[config.mk]
export PLATFORM = sky130hd
export DESIGN_NAME = proc_io_stream
export DESIGN_NICKNAME = d
export VERILOG_FILES = /design/src/rtl/proc_io_pkg.sv /design/src/rtl/proc_io_sfifo.sv /design/src/rtl/proc_io_stream.sv
export SDC_FILE = /design/constraint.sdc
export NUM_CORES = 1
export LEC_CHECK = 0
export BUFFER_PORTS_ARGS = -buffer_cell sky130_fd_sc_hd__buf_2
export CORE_MARGIN = 2
export CORE_UTILIZATION = 55
export DETAILED_ROUTE_END_ITERATION = 10
export GPL_TIMING_DRIVEN = 0
export HOLD_SLACK_MARGIN = 0.15
export PLACE_DENSITY = 0.76
export SLEW_MARGIN = 10
export SYNTH_ARGS = -nofsm -noshare
export SYNTH_HDL_FRONTEND = slang
export SYNTH_SLANG_ARGS = --single-unit
[constraint.sdc]
create_clock -name clk -period 7.15 [get_ports clk]
set_clock_uncertainty 0.2 [all_clocks]
set_input_delay 1.43 -clock clk [delete_from_list [all_inputs] [get_ports clk]]
set_output_delay 1.43 -clock clk [all_outputs]
set_load 0.02 [all_outputs]
[src/rtl/proc_io_pkg.sv]
// Shared constants and helpers for the SAPHO processor I/O stream peripheral.
package proc_io_pkg;

    localparam int NUBITS_D = 32;
    localparam int FDEPTH_D = 8;
    localparam int NUIOOU_D = 2;
    localparam int ITRLVL_D = 4;

    // Fill count needs one extra bit so that "full" (== depth) is representable.
    function automatic int cnt_width(input int depth);
        return $clog2(depth) + 1;
    endfunction

endpackage

[src/rtl/proc_io_sfifo.sv]
// First-word-fall-through input FIFO with fill count and a hold register that
// keeps the last consumed word visible while the FIFO is empty.
module proc_io_sfifo
    import proc_io_pkg::*;
#(
    parameter int NUBITS = NUBITS_D,
    parameter int FDEPTH = FDEPTH_D,
    localparam int CW    = cnt_width(FDEPTH)
) (
    input  logic              clk,
    input  logic              rst,
    input  logic [NUBITS-1:0] i_data,
    input  logic              i_valid,
    output logic              o_ready,
    input  logic              i_req,
    output logic [NUBITS-1:0] o_head,
    output logic              o_udf,
    output logic [CW-1:0]     o_cnt_next
);

    localparam int AW = $clog2(FDEPTH);

    logic [NUBITS-1:0] r_mem [FDEPTH];
    logic [AW-1:0]     r_wr_ptr;
    logic [AW-1:0]     r_rd_ptr;
    logic [CW-1:0]     r_cnt;
    logic [NUBITS-1:0] r_hold;

    logic          w_empty;
    logic          w_full;
    logic          w_push;
    logic          w_pop;
    logic [CW-1:0] w_cnt_next;

    assign w_empty = (r_cnt == '0);
    assign w_full  = (r_cnt == CW'(FDEPTH));
    assign w_push  = i_valid & ~w_full;
    assign w_pop   = i_req & ~w_empty;

    // NOTE: the default assignment first means every path drives w_cnt_next, so no latch is inferred.
    always_comb begin
        w_cnt_next = r_cnt;
        case ({w_push, w_pop})
            2'b10:   w_cnt_next = r_cnt + CW'(1);
            2'b01:   w_cnt_next = r_cnt - CW'(1);
            default: ;
        endcase
    end

    // NOTE: sequential state uses non-blocking assignments so every register samples pre-edge values.
    always_ff @(posedge clk) begin
        if (rst) begin
            r_wr_ptr <= '0;
            r_rd_ptr <= '0;
            r_cnt    <= '0;
            r_hold   <= '0;
        end else begin
            r_cnt <= w_cnt_next;
            if (w_push) r_wr_ptr <= r_wr_ptr + AW'(1);
            if (w_pop) begin
                r_rd_ptr <= r_rd_ptr + AW'(1);
                r_hold   <= r_mem[r_rd_ptr];
            end
        end
    end

    // NOTE: storage is not reset; a zero count makes stale entries unreachable and io_in falls back to r_hold.
    always_ff @(posedge clk) begin
        if (w_push) r_mem[r_wr_ptr] <= i_data;
    end

    assign o_ready    = ~w_full;
    assign o_head     = w_empty ? r_hold : r_mem[r_rd_ptr];
    assign o_udf      = i_req & w_empty;
    assign o_cnt_next = w_cnt_next;

endmodule

[src/rtl/proc_io_stream.sv]
// Peripheral partner of a SAPHO processor I/O port: input FIFO, output channel
// registers with valid/ready drain, sticky error flags. Macro: PROC_IO_ITR_EN enables itr.
module proc_io_stream
    import proc_io_pkg::*;
#(
    parameter int NUBITS = NUBITS_D,
    parameter int NUIOOU = NUIOOU_D,
    parameter int FDEPTH = FDEPTH_D,
    parameter int ITRLVL = ITRLVL_D
) (
    input  logic                     clk,
    input  logic                     rst,
    input  logic [NUBITS-1:0]        s_data,
    input  logic                     s_valid,
    output logic                     s_ready,
    output logic [NUBITS-1:0]        io_in,
    input  logic                     req_in,
    input  logic [NUBITS-1:0]        io_out,
    input  logic [NUIOOU-1:0]        out_en,
    output logic [NUBITS*NUIOOU-1:0] m_data,
    output logic [NUIOOU-1:0]        m_valid,
    input  logic [NUIOOU-1:0]        m_ready,
    output logic                     itr,
    output logic                     err_udf,
    output logic                     err_ovf
);

    localparam int CW = cnt_width(FDEPTH);

    logic [CW-1:0] w_cnt_next;
    logic          w_udf;

    proc_io_sfifo #(
        .NUBITS (NUBITS),
        .FDEPTH (FDEPTH)
    ) u_sfifo (
        .clk        (clk),
        .rst        (rst),
        .i_data     (s_data),
        .i_valid    (s_valid),
        .o_ready    (s_ready),
        .i_req      (req_in),
        .o_head     (io_in),
        .o_udf      (w_udf),
        .o_cnt_next (w_cnt_next)
    );

    logic [NUBITS*NUIOOU-1:0] r_m_data;
    logic [NUIOOU-1:0]        r_m_valid;
    logic                     r_err_udf;
    logic                     r_err_ovf;

    // A write with a simultaneous drain is a clean hand-over, not an overflow.
    always_ff @(posedge clk) begin
        if (rst) begin
            r_m_data  <= '0;
            r_m_valid <= '0;
            r_err_udf <= 1'b0;
            r_err_ovf <= 1'b0;
        end else begin
            if (w_udf) r_err_udf <= 1'b1;
            for (int k = 0; k < NUIOOU; k++) begin
                if (out_en[k]) begin
                    r_m_data[k*NUBITS +: NUBITS] <= io_out;
                    r_m_valid[k]                 <= 1'b1;
                    if (r_m_valid[k] && !m_ready[k]) r_err_ovf <= 1'b1;
                end else if (m_ready[k]) begin
                    r_m_valid[k] <= 1'b0;
                end
            end
        end
    end

    assign m_data  = r_m_data;
    assign m_valid = r_m_valid;
    assign err_udf = r_err_udf;
    assign err_ovf = r_err_ovf;

`ifdef PROC_IO_ITR_EN
    logic r_itr;

    always_ff @(posedge clk) begin
        if (rst) r_itr <= 1'b0;
        else     r_itr <= (w_cnt_next >= CW'(ITRLVL));
    end

    assign itr = r_itr;
`else
    logic w_unused_itr;

    assign w_unused_itr = (^w_cnt_next) ^ (ITRLVL > 0);
    assign itr          = 1'b0;
`endif

endmodule

# Word-level counts from Yosys, hierarchy flattened
# Memories as Yosys holds them, arrays and structs flattened. A register that Yosys moved wholly into a read port is not among the register bits.
# Index checks and enable logic that the tools add are counted.
word_totals:
  ramBits: 256
  regBits: 110
  mem_count: 1
  wordCells: 45
memory_table:
  columns: ["name", "words", "width", "rd", "rd_clocked_by_memory_dff", "write_ports", "line", "source"]
  rows:
  - ["u_sfifo.r_mem", 8, 32, 1, 1, 1, "proc_io_sfifo.sv:23", "logic [NUBITS-1:0] r_mem [FDEPTH];"]
op_classes:
  add_sub_neg: 4
  n_eq_ne: 3
  reduce_logical: 8
  bitwise_logic: 5
  mux: 14
ops:
  columns: ["operator", "n"]
  rows:
  - ["2-to-1 mux 32 bit", 1]
  - ["2-to-1 mux 1 bit", 10]
  - ["case mux 4 bit (2 select lines)", 1]
  - ["adder 3 x 1 -> 3 bit (second input constant)", 2]
  - ["2-to-1 mux 3 bit", 2]
  - ["nonzero test 2 bit", 3]
  - ["adder 4 x 1 -> 4 bit (second input constant)", 1]
  - ["== test 4 bit (second input constant)", 1]
  - ["zero test 4 bit", 1]
  - ["subtractor 4 x 1 -> 4 bit (second input constant)", 1]
  - ["AND 1 bit", 3]
  - ["== test 2 x 1 -> 1 bit (second input constant)", 1]
  - ["== test 2 bit (second input constant)", 1]
  - ["logical AND 1 bit", 2]
  - ["zero test 1 bit", 2]
  - ["inverter 1 bit", 2]

# Depth between registers and ports, before layout
depth:
  word_depth: 6
  ltp_mapped: 12
  ltp_nobuf: 10

# Modules after synthesis
# From an unflattened synthesis, not the netlist that was laid out.
unflattened:
  cells_unflattened: 852
  area_unflattened_um2: 14096.0
modules_own_cells:
  columns: ["mod", "cells_per_inst", "n_inst", "seq_area_each_um2", "area_each_um2"]
  rows:
  - ["proc_io_sfifo", 626, 1, 8588.2, 11598.6]
  - ["proc_io_stream", 226, 1, 1361.3, 2497.4]

# Least setup slack after synthesis
# Ideal clock, no wire load.
synth_path:
  kind: "in2reg"
  start: "in s_valid"
  end: "mem u_sfifo.r_mem[0][0] (netlist name) (enable)"
  setup_slack_ns: 1.836
  cell_stages: 2
  required_ns: 6.449
  arrival_ns: 4.613
  path_buffers: 0
  setup_time_ns: 0.501
  cell_sequence: "nand2_2 -> nor4_1"
synth_via:
  elab_chain_cells: 3
synth_lines:
  columns: ["element", "line", "source"]
  rows:
  - ["start: declaration", "proc_io_stream.sv:14", "input logic s_valid,"]
  - ["AND 1 bit", "proc_io_sfifo.sv:37", "assign w_push = i_valid & ~w_full;"]
  - ["2-to-1 mux 1 bit", "proc_io_sfifo.sv:69", "if (w_push) r_mem[r_wr_ptr] <= i_data;"]
  - ["2-to-1 mux 1 bit (implied by the code)", "proc_io_sfifo.sv:69", null]
  - ["end: declaration", "proc_io_sfifo.sv:23", null]
# Every way passes these cells.

==> out/metrics.yaml <==
dr.pass1.iters: 4
tns_ns: 0
irDropWorstVdd_mv: 0.412
r2r_setup_slack_ns: 4.20
rsz0062_at_grt: "false"
synth_fp_nets: 924
start_util_pct: 56.0
placed_area_mm2: 0.0157
clk_pin_slew_ns: 0.06
globalplace.congestion: 0.809
slew_viol_final: 0
overflow: 0
grt_antenna_before_repair: 1
ys_ff_latch: 369
grt_pass1_wl_um: 45400
layout-drive-gt1-share_pct: 34.4
hold_buffers: 0
die_w_um: 164
insertedDiodeCount: 0
post_drt_via_cell_ratio: 5.54
hold_viol_final: 0
power.leakage_nw: 6.28
outcome: "finished clean"
drc: 0
n_fill_cell: 1765
coreArea_mm2: 0.0251
slew_headroom_pct: 33.4
cts.path.max_buffers: 3
rows: 58
ys_types: 35
maxCapViolations: 0
cts_resized: 0
arrival_ns: 2.78
syn-cell-area_mm2: 0.0141
syn_avg_cell_area_um2: 16.6
cp_max_fo: 10
cts_tree: "yes"
grt_max_degree: 21
setup_viol: 0
powerDensity_mw_per_mm2: 363
dp.cells: 1372
hpwl_um: 20400
ioPinCount: 174
required_ns: 5.52
detail_route.wl_per_cell_um: 20.9
fin_nets: 1158
postRouteAntennaNets: 0
yosysSeqAreaShare_pct: 70.8
post-route-period-util_pct: 61.7
yosys_warnings: 0
drt_wl_total_um: 30100
post-cts-setup-buffers: 0
cts_buffers: 37
clock_sinks: 369
htree_levels: 2
finalNonFillerCells: 1439
final_common_cell: "edfxtp_1"
cp-start-kind: "flip-flop"
min_period_ns: 4.41
grt_pass1_vias: 8215
cts_root_buf: "clkbuf_16"
port_buffers: 169
clock_latency_ns: 0.52
end_kind: "output port"
worst_pin_slew_ns: 0.998
synth_top_cell_by_area: "edfxtp_1"
drtIter0Drc: 480
synth_top_area_share_pct: 54.7
worstSetupPathType: "reg2out"
die-area_mm2: 0.0269
vias: 7972
die_y_um: 164
max_freq_mhz: 227
grt_usage_pct: 22.7
final_cell_mix: "256 x edfxtp_1, 176 x buf_2, 113 x dfxtp_1"
min_path_type: "reg2reg"
synthCells: 847
synthTopCellsByArea: "edfxtp_1 55%, dfxtp_1 16%, mux4_2 10%"
syn_to_final_growth_pct: 19.7
final_area_mm2: 0.0168
## metal layers
metal	wire, um	track usage (%)	part of all wire, %
met2	15500	39.8	51
met1	12100	29.1	40
met3	1720	3.56	5.7
met5	14	0	0.046
met4	805	8.01	2.7
## final timing paths
kind,start,cells past startpoint,end
max reg2reg,u_sfifo.r_cnt[1],10,u_sfifo.r_cnt[3]
min,u_sfifo.r_hold[31],2,u_sfifo.r_hold[31]
min reg2reg,u_sfifo.r_hold[31],2,u_sfifo.r_hold[31]
max,flip-flop,6,io_in[13]
## final cells by class
type	instances	area (um2)	area share [%]
Buffer	53	329	1.96
Tap cell	330	413	2.45
Sequential cell	369	9950	59.1
Clock buffer	58	1080	6.39
Timing Repair Buffer	195	1140	6.77
Inverter	2	7.51	0.0446
Multi-Input combinational cell	423	3820	22.7
Clock inverter	9	93.8	0.558
## worst max-delay path, cell delays in order (launching register included)
cell,delay (ns)
dfxtp_1,0.31
clkbuf_2,0.25
buf_1,0.60
mux4_2,0.40
mux2i_1,0.33
a21oi_1,0.17
buf_2,0.19
## state kept, by name, summed over array words and instances, names as in the netlist, named ones only
register / count
u_sfifo.r_rd_ptr: 3
u_sfifo.r_wr_ptr: 3
u_sfifo.r_cnt: 4
m_data: 64
err_udf: 1
m_valid: 2
u_sfifo.r_hold: 32
err_ovf: 1
u_sfifo.r_mem: 256
## kinds of logic after synthesis
kind of cell	Yosys count	synth area share [%]
AO/OA/AOI/OAI	75	3.60
XOR/XNOR	7	0.436
adder cells (fa/ha/maj)	5	0.445
buffers and inverters	55	2.39
flip-flops	369	70.8
multiplexers	162	17.2
other	1	0.0267
AND/OR/NAND/NOR	173	5.09
## report_power, final
part	switching, mW	internal (mW)
logic	1.11	0.626
registers	0.0721	2.45
clock network	0.767	1.08
## synthesized netlist by cell type
cell and number:
nor4bb_1 1, nand3_1 5, conb_1 1, mux2i_1 97, mux2_2 1, a21oi_1 37
buf_1 9, clkbuf_1 16, clkbuf_2 1, buf_2 7, nor2b_1 4, inv_1 2
edfxtp_1 256, or3_1 1, or4_4 1, ha_1 5, o31ai_1 1, nand2b_1 2
buf_6 12, o21ai_0 5, nand2_1 36, or2_4 1, buf_4 8, or4b_1 1
a221oi_1 1, dfxtp_1 113, nor4_1 1, nand2_2 2, nor2_1 113, a21oi_4 1
nor3_1 4, o21ai_2 30, xor2_1 7, nor4b_1 1, mux4_2 64
## stage by stage
| step | utilization (%) | power, mW | worst slack [ns] | hold slack [ns] |
|---|---|---|---|---|
| floorplan | - | 3.70 | 1.84 | 0.226 |
| global placement | 61.0 | 4.24 | -1.68 | 0.236 |
| detailed placement | 62.4 | 4.29 | 3.31 | 0.242 |
| CTS | 67.0 | 6.14 | 2.71 | 0.256 |
| global route | 67.0 | 6.36 | 2.65 | 0.267 |
| finish | 67.0 | 6.11 | 2.74 | 0.255 |
Note: power is estimated with default switching activity, not from simulation.
